<file path="src/rtl/lw_sha_ahb_mc_bridge.sv">
// lw_sha_ahb_mc_bridge: AHB-Lite slave feeding one hash core from NUM_CH round-robin scheduled word FIFOs
module lw_sha_ahb_mc_bridge #(
  parameter int DATA_WIDTH  = 32,
  parameter int NUM_CH      = 4,
  parameter int FIFO_DEPTH  = 16,
  parameter int BLOCK_WORDS = 16,
  parameter int ADDR_WIDTH  = 12,
  localparam int CW = NUM_CH > 1 ? $clog2(NUM_CH) : 1
) (
  input  logic                  hclk,
  input  logic                  hresetn,
  input  logic                  hsel,
  input  logic                  hwrite,
  input  logic [ADDR_WIDTH-1:0] haddr,
  input  logic [1:0]            htrans,
  input  logic [2:0]            hsize,
  input  logic [DATA_WIDTH-1:0] hwdata,
  input  logic                  hready,
  output logic [DATA_WIDTH-1:0] hrdata,
  output logic                  hreadyout,
  output logic                  hresp,
  output logic                  core_valid_o,
  input  logic                  core_ready_i,
  output logic [DATA_WIDTH-1:0] core_data_o,
  output logic                  core_sob_o,
  output logic                  core_last_o,
  output logic [CW-1:0]         core_ch_o,
  output logic                  core_abort_o,
  input  logic                  core_done_i,
  input  logic [CW-1:0]         core_done_ch_i,
  output logic                  irq_o
);
  localparam int AW = $clog2(FIFO_DEPTH);
  localparam int LW = AW + 1;
  localparam int BW = $clog2(DATA_WIDTH / 8);
  localparam int FW = ADDR_WIDTH - 6;

  typedef enum logic {IDLE, STREAM} state_t;

  state_t                  state_q, state_d;
  logic                    dp_q, wr_q, bad_q, err2_q, irq_q;
  logic [FW-1:0]           chan_q;
  logic [5:0]              slot_q;
  logic [CW-1:0]           grant_q, grant_d, rr_q, rr_d, pick, chi;
  logic [LW-1:0]           bcnt_q, bcnt_d;
  logic [LW-1:0]           level_q [NUM_CH];
  logic [LW-1:0]           lastcnt_q [NUM_CH];
  logic [AW-1:0]           wp_q [NUM_CH];
  logic [AW-1:0]           rp_q [NUM_CH];
  logic [DATA_WIDTH:0]     mem_q [NUM_CH][FIFO_DEPTH];
  logic [NUM_CH-1:0]       ovf_q, stat_q, stat_d, en_q, elig, push_c, pop_c, fl_c;
  logic                    cap, glob, ch_ok, is_push, err, push_ok, ctrl_wr, flush, clrov;
  logic                    flush_g, pop, blk_end, pick_ok, gw0, gw1;
  logic [DATA_WIDTH:0]     head;
  logic [DATA_WIDTH-1:0]   rdv;

  assign cap     = hsel & hready & (htrans inside {2'b10, 2'b11});
  assign glob    = chan_q == FW'(63);
  assign ch_ok   = chan_q < FW'(NUM_CH);
  assign chi     = chan_q[CW-1:0];
  assign is_push = dp_q & wr_q & ch_ok & (slot_q < 6'd2);
  assign err     = dp_q & (bad_q | (is_push & (level_q[chi] == LW'(FIFO_DEPTH))));
  assign push_ok = is_push & ~err;
  assign ctrl_wr = dp_q & wr_q & ch_ok & ~bad_q & (slot_q == 6'd3);
  assign flush   = ctrl_wr & hwdata[0];
  assign clrov   = ctrl_wr & hwdata[1];
  assign gw0     = dp_q & wr_q & ~bad_q & glob & (slot_q == 6'd0);
  assign gw1     = dp_q & wr_q & ~bad_q & glob & (slot_q == 6'd1);
  assign flush_g = flush & (state_q == STREAM) & (chi == grant_q);
  assign head    = mem_q[grant_q][rp_q[grant_q]];

  assign core_valid_o = (state_q == STREAM) & (level_q[grant_q] != '0) & ~flush_g;
  assign pop          = core_valid_o & core_ready_i;
  assign blk_end      = pop & ((bcnt_q == LW'(BLOCK_WORDS - 1)) | head[DATA_WIDTH]);
  assign core_data_o  = core_valid_o ? head[DATA_WIDTH-1:0] : '0;
  assign core_last_o  = core_valid_o & head[DATA_WIDTH];
  assign core_sob_o   = core_valid_o & (bcnt_q == '0);
  assign core_ch_o    = core_valid_o ? grant_q : '0;
  assign core_abort_o = flush_g;

  assign rdv = glob ? (slot_q == 6'd0 ? DATA_WIDTH'(stat_q) : slot_q == 6'd1 ? DATA_WIDTH'(en_q) : '0)
             : (ch_ok && slot_q == 6'd2) ? DATA_WIDTH'({ovf_q[chi], (state_q == STREAM) && (grant_q == chi),
                 level_q[chi] == '0, level_q[chi] == LW'(FIFO_DEPTH), 16'(level_q[chi])}) : '0;
  assign hrdata    = (dp_q & ~wr_q & ~bad_q) ? rdv : '0;
  assign hreadyout = ~err;
  assign hresp     = err | err2_q;
  assign irq_o     = irq_q;
  assign stat_d    = (stat_q & ~(gw0 ? hwdata[NUM_CH-1:0] : '0)) | (core_done_i ? NUM_CH'(1) << core_done_ch_i : '0);

  // per-channel strobes, eligibility and round-robin pick starting at rr_q
  always_comb begin
    push_c  = '0;
    pop_c   = '0;
    fl_c    = '0;
    elig    = '0;
    pick_ok = 1'b0;
    pick    = '0;
    for (int i = 0; i < NUM_CH; i++) begin
      push_c[i] = push_ok && chi == CW'(i);
      pop_c[i]  = pop && grant_q == CW'(i);
      fl_c[i]   = flush && chi == CW'(i);
      elig[i]   = (level_q[i] >= LW'(BLOCK_WORDS)) || (lastcnt_q[i] != '0);
    end
    for (int i = 0; i < NUM_CH; i++) begin
      if (!pick_ok && elig[(int'(rr_q) + i) % NUM_CH]) begin
        pick_ok = 1'b1;
        pick    = CW'((int'(rr_q) + i) % NUM_CH);
      end
    end
  end

  // scheduler next state: grant in IDLE, count beats and end or abort blocks in STREAM
  always_comb begin
    state_d = state_q;
    grant_d = grant_q;
    rr_d    = rr_q;
    bcnt_d  = bcnt_q;
    if (state_q == IDLE) begin
      if (pick_ok) begin
        state_d = STREAM;
        grant_d = pick;
        bcnt_d  = '0;
      end
    end else if (flush_g) begin
      state_d = IDLE;
      bcnt_d  = '0;
    end else if (blk_end) begin
      state_d = IDLE;
      rr_d    = grant_q == CW'(NUM_CH - 1) ? '0 : grant_q + 1'b1;
      bcnt_d  = '0;
    end else if (pop) begin
      bcnt_d = bcnt_q + 1'b1;
    end
  end

  // AHB address-phase capture and error second-cycle flag
  always_ff @(posedge hclk or negedge hresetn) begin
    if (!hresetn) begin
      dp_q   <= 1'b0;
      wr_q   <= 1'b0;
      bad_q  <= 1'b0;
      err2_q <= 1'b0;
      chan_q <= '0;
      slot_q <= '0;
    end else begin
      dp_q   <= cap;
      err2_q <= err;
      if (cap) begin
        wr_q   <= hwrite;
        chan_q <= haddr[ADDR_WIDTH-1:6];
        slot_q <= haddr[5:0] >> BW;
        bad_q  <= (haddr[ADDR_WIDTH-1:6] >= FW'(NUM_CH) && haddr[ADDR_WIDTH-1:6] != FW'(63)) || hsize != 3'(BW);
      end
    end
  end

  // scheduler state and interrupt registers
  always_ff @(posedge hclk or negedge hresetn) begin
    if (!hresetn) begin
      state_q <= IDLE;
      grant_q <= '0;
      rr_q    <= '0;
      bcnt_q  <= '0;
      stat_q  <= '0;
      en_q    <= '0;
      irq_q   <= 1'b0;
    end else begin
      state_q <= state_d;
      grant_q <= grant_d;
      rr_q    <= rr_d;
      bcnt_q  <= bcnt_d;
      stat_q  <= stat_d;
      en_q    <= gw1 ? hwdata[NUM_CH-1:0] : en_q;
      irq_q   <= |(stat_q & en_q);
    end
  end

  // FIFO pointers, levels, last-word counts and sticky overflow per channel
  always_ff @(posedge hclk or negedge hresetn) begin
    if (!hresetn) begin
      for (int c = 0; c < NUM_CH; c++) begin
        wp_q[c]      <= '0;
        rp_q[c]      <= '0;
        level_q[c]   <= '0;
        lastcnt_q[c] <= '0;
      end
      ovf_q <= '0;
    end else begin
      for (int c = 0; c < NUM_CH; c++) begin
        if (fl_c[c]) begin
          wp_q[c]      <= '0;
          rp_q[c]      <= '0;
          level_q[c]   <= '0;
          lastcnt_q[c] <= '0;
        end else begin
          wp_q[c]      <= wp_q[c] + AW'(push_c[c]);
          rp_q[c]      <= rp_q[c] + AW'(pop_c[c]);
          level_q[c]   <= level_q[c] + LW'(push_c[c]) - LW'(pop_c[c]);
          lastcnt_q[c] <= lastcnt_q[c] + LW'(push_c[c] & slot_q[0]) - LW'(pop_c[c] & head[DATA_WIDTH]);
        end
        ovf_q[c] <= (clrov && chi == CW'(c)) ? 1'b0 : (is_push && err && chi == CW'(c)) ? 1'b1 : ovf_q[c];
      end
    end
  end

  // FIFO storage, entry = {last, data}
  always_ff @(posedge hclk) begin
    if (push_ok) mem_q[chi][wp_q[chi]] <= {slot_q[0], hwdata};
  end
endmodule
</file>
<file path="config.mk">
export PLATFORM = sky130hd
export DESIGN_NAME = lw_sha_ahb_mc_bridge
export DESIGN_NICKNAME = d
export VERILOG_FILES = /design/src/rtl/lw_sha_ahb_mc_bridge.sv
export SDC_FILE = /design/constraint.sdc
export NUM_CORES = 2
export LEC_CHECK = 0
export ABC_CLOCK_PERIOD_IN_PS = 5300
export CORE_MARGIN = 1
export CORE_UTILIZATION = 45
export DETAILED_ROUTE_END_ITERATION = 10
export PLACE_DENSITY_LB_ADDON = 0.08
export SLEW_MARGIN = 20
export SYNTH_ARGS = -nofsm -noshare
export SYNTH_HDL_FRONTEND = slang
export SYNTH_SLANG_ARGS = --single-unit
</file>
<file path="constraint.sdc">
create_clock -name hclk -period 5.3 [get_ports hclk]
set_input_delay 1.06 -clock hclk [delete_from_list [all_inputs] [get_ports hclk]]
set_output_delay 1.06 -clock hclk [all_outputs]
set_load 0.01 [all_outputs]
</file>
* Yosys cells after proc, flatten, opt, wreduce, memory -nomap -nowiden
Memory sizes are Yosys's and may differ from the RTL's.
Cells that the tools add are included.
** Word-level totals
- Register bits :: 109
- Bits in latches :: 0
- Bits in writable memories :: 2112
- Bits in read-only memories :: 0
- Bits of input ports :: 58
- Output and inout bits :: 73
- Memories :: 1
** Memories
- mem_q :: words 4, width 528, rd ports 1, clocked after memory_dff 0, write ports 1, RTL line 50 : logic [DATA_WIDTH:0] mem_q [NUM_CH][FIFO_DEPTH];
** Operators by class
- $add $sub $neg :: 29
- $mul :: 0
- Divide/modulo/power cells :: 0
- Order comparisons :: 17
- Equal/unequal tests :: 19
- Shifts and indexed selects :: 1
- Muxes and demuxes :: 83
- Bitwise operators :: 53
- Reductions and logical operators :: 59
** Operators with widths (number)
- 2-to-1 mux 528 bit :: 1
- binary-select mux 33 bit (select 4 bit) :: 1
- demux 33 bit (select 4 bit) :: 1
- 2-to-1 mux 33 bit :: 3
- 2-to-1 mux 5 bit :: 17
- 2-to-1 mux 4 bit :: 16
- 2-to-1 mux 20 bit :: 3
- adder 5 x 1 -> 5 bit :: 8
- subtractor 5 x 1 -> 5 bit :: 8
- bitwise AND 1 bit :: 34
- adder 4 x 1 -> 4 bit :: 8
- 2-to-1 mux 32 bit :: 1
- greater-or-equal comparator 5 bit (second input constant) :: 6
- logical AND 1 bit :: 28
- 2-to-1 mux 1 bit :: 25
- nonzero test 5 bit :: 5
- binary-select mux 5 bit (select 2 bit) :: 2
- binary-select mux 4 bit (select 2 bit) :: 2
- == test 2 bit (second input constant) :: 6
- less-than comparator 3 x 4 -> 1 bit (second input constant) :: 3
- 2-to-1 mux 2 bit :: 6
- nonzero test 2 bit :: 6
- binary-select mux 1 bit (select 2 bit) :: 5
- zero test 5 bit :: 2
- other kinds (36) :: 64

* Logic depth before layout (Yosys ltp)
- Depth in word-level cells :: 16
- Gate-level depth with buffers :: 22

* Least setup slack after synthesis
No wires, ideal clock.
- Kind :: register -> register
- From :: register slot_q[0]
- To :: register lastcnt_q[9] in the netlist's numbering
- Arrival time :: 4.080 ns
- Required time :: 5.222 ns
- Slack :: 1.142 ns
- Cell stages (with the launch flop) :: 21
- Clock period less this slack :: 4.158 ns
- Cells stage by stage :: dfrtp_1 and4b_1 and4_1 a21o_1 a21o_1 inv_1 and2_1 buf_2 buf_2 nand2_1 nor2_1 ha_1 inv_1 ha_1 inv_1 fa_1 inv_1 a21oi_1 nor2_1 or3_1 a21oi_1
** On the way
- Longest elaborated chain between the ends :: 12
- Elaborated cells between the ends (all ways) :: 23
** Ends and longest elaborated chain
- start: declaration :: RTL line 43 : logic [5:0] slot_q;
- start signal: assignment :: RTL line 151 : slot_q <= haddr[5:0] >> BW;
- less-than comparator 4 x 2 -> 1 bit / == test 4 x 2 -> 1 bit (equally long branches) :: RTL line 61, 64
- bitwise AND 1 bit, on equally long branches :: RTL line 61, 64
- bitwise AND 1 bit, on equally long branches :: RTL line 62, 65
- bitwise OR 1 bit / bitwise AND 1 bit (equally long branches) :: RTL line 62, 69
- bitwise AND 1 bit, on equally long branches :: RTL line 62, 69
- NOT 1 bit, on equally long branches :: RTL line 63, 72
- bitwise AND 1 bit, on equally long branches :: RTL line 63, 72
- logical AND 1 bit / bitwise AND 1 bit (equally long branches) :: RTL line 99, 73
- bitwise AND 1 bit / logical AND 1 bit (equally long branches) :: RTL line 199, 100
- adder 5 x 1 -> 5 bit / bitwise AND 1 bit (equally long branches) :: RTL line 199 : lastcnt_q[c] <= lastcnt_q[c] + LW'(push_c[c] & slot_q[0]) - LW'(pop_c[c] & head[DATA_WIDTH]);
- subtractor 5 x 1 -> 5 bit :: RTL line 199
- 2-to-1 mux 5 bit * :: RTL line 190 : if (fl_c[c]) begin
- end signal: indexed assignment :: RTL line 199
- end: declaration :: RTL line 47 : logic [LW-1:0] lastcnt_q [NUM_CH];
Every way passes the cells marked *; elsewhere a longest branch is shown, timed or not.
A chain may end at the register's enable or synchronous reset.

* Worst setup path in the final report
- From :: register grant_q[1]
- To :: output port core_data_o[31]
** On the way
- Longest elaborated chain between the ends :: 9
- Elaborated cells between the ends (all ways) :: 19
** Ends and longest elaborated chain
- start: declaration :: RTL line 44 : logic [CW-1:0] grant_q, grant_d, rr_q, rr_d, pick, chi;
- start signal: assignment :: RTL line 169 : grant_q <= grant_d;
- NOT 2 -> 3 bit (not written as such) :: RTL line 70, 72
- binary-select mux 4 bit (select 2 bit) :: RTL line 70 : assign head = mem_q[grant_q][rp_q[grant_q]];
- 2-to-1 mux 4 bit (not written as such) (2 in series) :: RTL line 70
- NOT 4 -> 5 bit (not written as such) :: RTL line 70
- binary-select mux 33 bit (select 4 bit) :: RTL line 70
- 2-to-1 mux 33 bit (not written as such) (2 in series) :: RTL line 70
- 2-to-1 mux 32 bit * :: RTL line 75 : assign core_data_o = core_valid_o ? head[DATA_WIDTH-1:0] : '0;
- end: declaration :: RTL line 24 : output logic [DATA_WIDTH-1:0] core_data_o,
Every way passes the cells marked *; elsewhere a longest branch is shown, timed or not. The select of a mux whose other input is x is not followed.

==> results.tsv <==
metric	value	unit
worst_r2r_endpoint	lastcnt_q[14]	
cp_slowest_stage_delay	0.67	ns
path_clk_slew	0.06	ns
fin_hold_ws	0.180	ns
report.final.slew_viol_count	0	
mappedNetlistArea	90000	um2
hold_path.class	in -> async	
firstDrtPassIters	5	
drcViolationCount	0	
clock-root-buffer	sky130_fd_sc_hd__clkbuf_16	
report.final.hold_viol_count	0	
viasPerCell	6.13	
finClkSkew	0.0260	ns
place_hpwl	165	mm
status	complete, no violations	
via_count_of_the_first_global_routing_pass	50300	
grt_max_degree	82	
initialDrtViolationCount	5929	
synth-edff-count	2112	
number_of_antenna_violations_at_the_first_check_in_global_routing	20	
antenna_left	0	
insertion_delay	0.88	ns
vdd.ir_drop.worst	0.442	mV
timing.slew.headroom	26.4	%
synth_register_bits	2221	
numCtsBuffers	231	
stdcell_count	8652	
grt_use_total	28.9	%
synth_compound_gate_area_share	6.07	%
async_flop_share	4.91	%
worstSetupEndpointType	output port	
row_count	163	
cts.sinks	2221	
die_x	449	um
cts_max_path_buffers	3	
place_area	96500	um2
post_synth_xor_area_fraction	0.477	%
design.core.area	198000	um2
rsz0062_at_grt	true	
synth-simple-area-share	6.05	%
post_synthesis_mux_area_share	10.7	%
synth_top_cell_area_share	70.4	%
synth_flop_cell	sky130_fd_sc_hd__edfxtp_1	
final.min_clock_period	5.26	ns
main_combinational_cell_family_by_area_after_synthesis	multiplexers	
synth_fa_ha_area_share	1.05	%
class_of_the_most_critical_setup_path	reg -> out	
cts_tree	built	
power_density	598	nW/um2
routabilityCongestion	0.828	
net_count_of_the_finished_layout	5945	
crit_path_cell_trace	mux4_4 -> buf_12 -> buf_4 -> bufbuf_16 -> buf_8 -> mux4_2 -> a21oi_2 -> a2111oi_4 -> or3_4 -> clkdlybuf4s15_1	
cap_viol_max_count	0	
synth_warnings	0	
final_layout_size_suffix_gt1_share	20.8	%
route.vias.total	53100	
r2r_setup_slack	0.57	ns
grt_overflow_total	0	
totalWireLength	294	mm
vert_die_dim	449	um
power_after_layout	63.4	mW
initial_core_util	45.5	%
synthesis.area_per_instance	16.7	um2
crit_end	core_data_o[31]	
startpoint_type	register	
h-tree-depth	4	
buffer_ports.inserted	104	
avgRoutedWirePerCell	34.0	um
post-route-period-util	99.2	%
die_area	202000	um2
post-synth-top-area-cell	sky130_fd_sc_hd__edfxtp_1	
grt_pass1_wl	406	mm
syn_inst	5390	
max_slew.worst_pin.slew	1.10	ns
reg2reg_from	chan_q[0]	
fillerInstances	16000	
leakage	35.4	nW
placed_cells	8153	
timing.critical_path.slowest_stage_cell	sky130_fd_sc_hd__mux4_4	
critPathMaxFanout	11	
worstSetupStartpoint	grant_q[1]	
synth.yosys.seq_area_share	73.5	%
timing.critical_path.arrival	4.20	ns
worstRegToRegCells	19	
timing.final.setup_violations	0	
post_synth_main_area_contributors	sky130_fd_sc_hd__edfxtp_1 70%, sky130_fd_sc_hd__mux4_2 5.4%, sky130_fd_sc_hd__mux2i_1 4.4%	
cp.required	4.24	ns
yosysUniqueCellTypes	77	
fmaxAchievable	190	MHz
final_cell_area	106000	um2
layout_overhead_on_the_synthesized_area	17.6	%
ios	131	
area by class of cell:
cell class / count / area, um2 / share of cell area [%]
inverters: 62 / 240 / 0.227
diodes: 6 / 15.0 / 0.0142
clock buffers: 293 / 6120 / 5.78
repair buffers: 515 / 5400 / 5.09
well taps: 2640 / 3300 / 3.12
flip-flops and latches: 2221 / 66200 / 62.5
multi-input cells: 2785 / 23500 / 22.2
clock inverters: 130 / 1150 / 1.08
power by group:
group          switching [mW]  leakage, nW  internal (mW)
clock network            6.77         3.56           9.06
logic                    16.7         11.6           10.9
registers               0.398         20.3           19.5
per-layer routing:
| layer | vias to the layer above | wire length [um] | GRT usage [%] | share of wire, % |
|---|---|---|---|---|
| li1 | 22000 | - | - | - |
| met1 | 28300 | 123000 | 41.0 | 42 |
| met2 | 2280 | 140000 | 46.2 | 48 |
| met3 | 472 | 21400 | 4.10 | 7.3 |
| met4 | 2 | 9370 | 9.02 | 3.2 |
| met5 | - | 13 | 0 | 0.0044 |
cells in the mapped netlist, types with 12 or more instances:
master / n
sky130_fd_sc_hd__buf_4: 41
sky130_fd_sc_hd__a21oi_1: 219
sky130_fd_sc_hd__o22ai_1: 26
sky130_fd_sc_hd__nand4_1: 13
sky130_fd_sc_hd__or3_1: 15
sky130_fd_sc_hd__and3_1: 25
sky130_fd_sc_hd__nand2_1: 517
sky130_fd_sc_hd__mux2i_1: 399
sky130_fd_sc_hd__mux4_2: 216
sky130_fd_sc_hd__edfxtp_1: 2112
sky130_fd_sc_hd__inv_1: 61
sky130_fd_sc_hd__nor2b_1: 229
sky130_fd_sc_hd__buf_2: 174
sky130_fd_sc_hd__mux2_2: 44
sky130_fd_sc_hd__a211oi_1: 287
sky130_fd_sc_hd__o21ai_0: 57
sky130_fd_sc_hd__dfrtp_1: 109
sky130_fd_sc_hd__a2111oi_0: 16
sky130_fd_sc_hd__a31oi_1: 50
sky130_fd_sc_hd__nand3_1: 65
sky130_fd_sc_hd__nor3_1: 33
sky130_fd_sc_hd__buf_1: 46
sky130_fd_sc_hd__xnor2_1: 26
sky130_fd_sc_hd__ha_1: 63
sky130_fd_sc_hd__a311oi_1: 51
sky130_fd_sc_hd__nor4_1: 42
sky130_fd_sc_hd__nor2_1: 183
sky130_fd_sc_hd__clkbuf_1: 75
sky130_fd_sc_hd__xor2_1: 23
sky130_fd_sc_hd__and2_1: 12
logic make-up (layout without fill, tap and decap cells):
logic type / Yosys count / count (layout)
flip-flops: 2221 / 2221
AND/OR/NAND/NOR: 1165 / 1165
AO/OA/AOI/OAI: 805 / 805
multiplexers: 671 / 672
buffers and inverters: 407 / 1000
adder cells (fa/ha/maj): 71 / 71
XOR/XNOR: 49 / 49
other: 1 / 29
cell usage in the layout, fill, tap and decap left out, types with 12 or more instances in the layout:
master / synthesis / layout
sky130_fd_sc_hd__edfxtp_1: 2112 / 2112
sky130_fd_sc_hd__nand2_1: 517 / 513
sky130_fd_sc_hd__mux2i_1: 399 / 394
sky130_fd_sc_hd__buf_4: 41 / 311
sky130_fd_sc_hd__a211oi_1: 287 / 257
sky130_fd_sc_hd__clkbuf_16: 0 / 238
sky130_fd_sc_hd__nor2b_1: 229 / 229
sky130_fd_sc_hd__mux4_2: 216 / 215
sky130_fd_sc_hd__a21oi_1: 219 / 210
sky130_fd_sc_hd__nor2_1: 183 / 111
sky130_fd_sc_hd__dfrtp_1: 109 / 102
sky130_fd_sc_hd__buf_12: 0 / 71
sky130_fd_sc_hd__nor2_4: 0 / 65
sky130_fd_sc_hd__nand3_1: 65 / 64
sky130_fd_sc_hd__ha_1: 63 / 63
sky130_fd_sc_hd__inv_1: 61 / 60
sky130_fd_sc_hd__clkinv_1: 1 / 59
sky130_fd_sc_hd__clkbuf_1: 75 / 57
sky130_fd_sc_hd__o21ai_0: 57 / 47
sky130_fd_sc_hd__a31oi_1: 50 / 47
sky130_fd_sc_hd__a311oi_1: 51 / 45
sky130_fd_sc_hd__clkinv_2: 0 / 41
sky130_fd_sc_hd__mux2_2: 44 / 40
sky130_fd_sc_hd__clkdlybuf4s50_1: 0 / 38
sky130_fd_sc_hd__xnor2_1: 26 / 26
sky130_fd_sc_hd__a211oi_2: 0 / 26
sky130_fd_sc_hd__o22ai_1: 26 / 25
sky130_fd_sc_hd__buf_6: 9 / 25
sky130_fd_sc_hd__nor4_1: 42 / 24
sky130_fd_sc_hd__xor2_1: 23 / 23
sky130_fd_sc_hd__conb_1: 1 / 23
sky130_fd_sc_hd__buf_2: 174 / 23
sky130_fd_sc_hd__nor3_1: 33 / 22
sky130_fd_sc_hd__and3_1: 25 / 22
sky130_fd_sc_hd__bufinv_16: 0 / 20
sky130_fd_sc_hd__dlygate4sd2_1: 0 / 14
sky130_fd_sc_hd__nand4_1: 13 / 13
sky130_fd_sc_hd__and2_1: 12 / 12
sky130_fd_sc_hd__buf_16: 0 / 12
repair_timing:
| item | in CTS | in global routing |
|---|---|---|
| pin swaps | 54 | 11 |
| hold buffers | 0 | 0 |
| cloned | 10 | 2 |
| endpoints found under the setup margin | 33 | 22 |
| buffers inserted | 56 | 5 |
| resized for setup | 268 | 40 |
metrics by stage:
step / utilization (%) / TNS, ns / setup slack [ns]
after floorplan: - / 0 / 1.14
after global placement: 48.7 / -0.0943 / -0.0943
after detailed placement: 48.7 / -0.0920 / -0.0920
after CTS: 53.3 / -0.104 / -0.0547
after global routing: 53.5 / -0.0730 / -0.0345
final: 53.5 / 0 / 0.0402
flip-flops by register name, indices dropped and copies added (netlist names), 2 cells and up:
register and flops:
lastcnt_q 20, en_q 4, rp_q 16, ovf_q 4, level_q 20, chan_q 6
mem_q 2112, slot_q 4, grant_q 2, rr_q 2, wp_q 16, bcnt_q 5
stat_q 4
critical path: cells and delay by family (launching register included):
kind / cells / cell delay [ns]
buf+inv: 5 / 1.07
mux: 2 / 1.00
flops: 1 / 0.48
simple gates: 1 / 0.46
compound gates: 2 / 0.32
worst min-delay path by stage:
stage	from	endpoint	slack [ns]
after floorplan	bcnt_q[4]	bcnt_q[4]	0.44
after global routing	hresetn	chan_q[2]	0.19
after detailed placement	bcnt_q[4]	bcnt_q[4]	0.48
after global placement	bcnt_q[4]	bcnt_q[4]	0.47
after CTS	hresetn	en_q[0]	0.15
final	hresetn	chan_q[2]	0.18
Note: power is estimated with default switching activity, not from simulation.
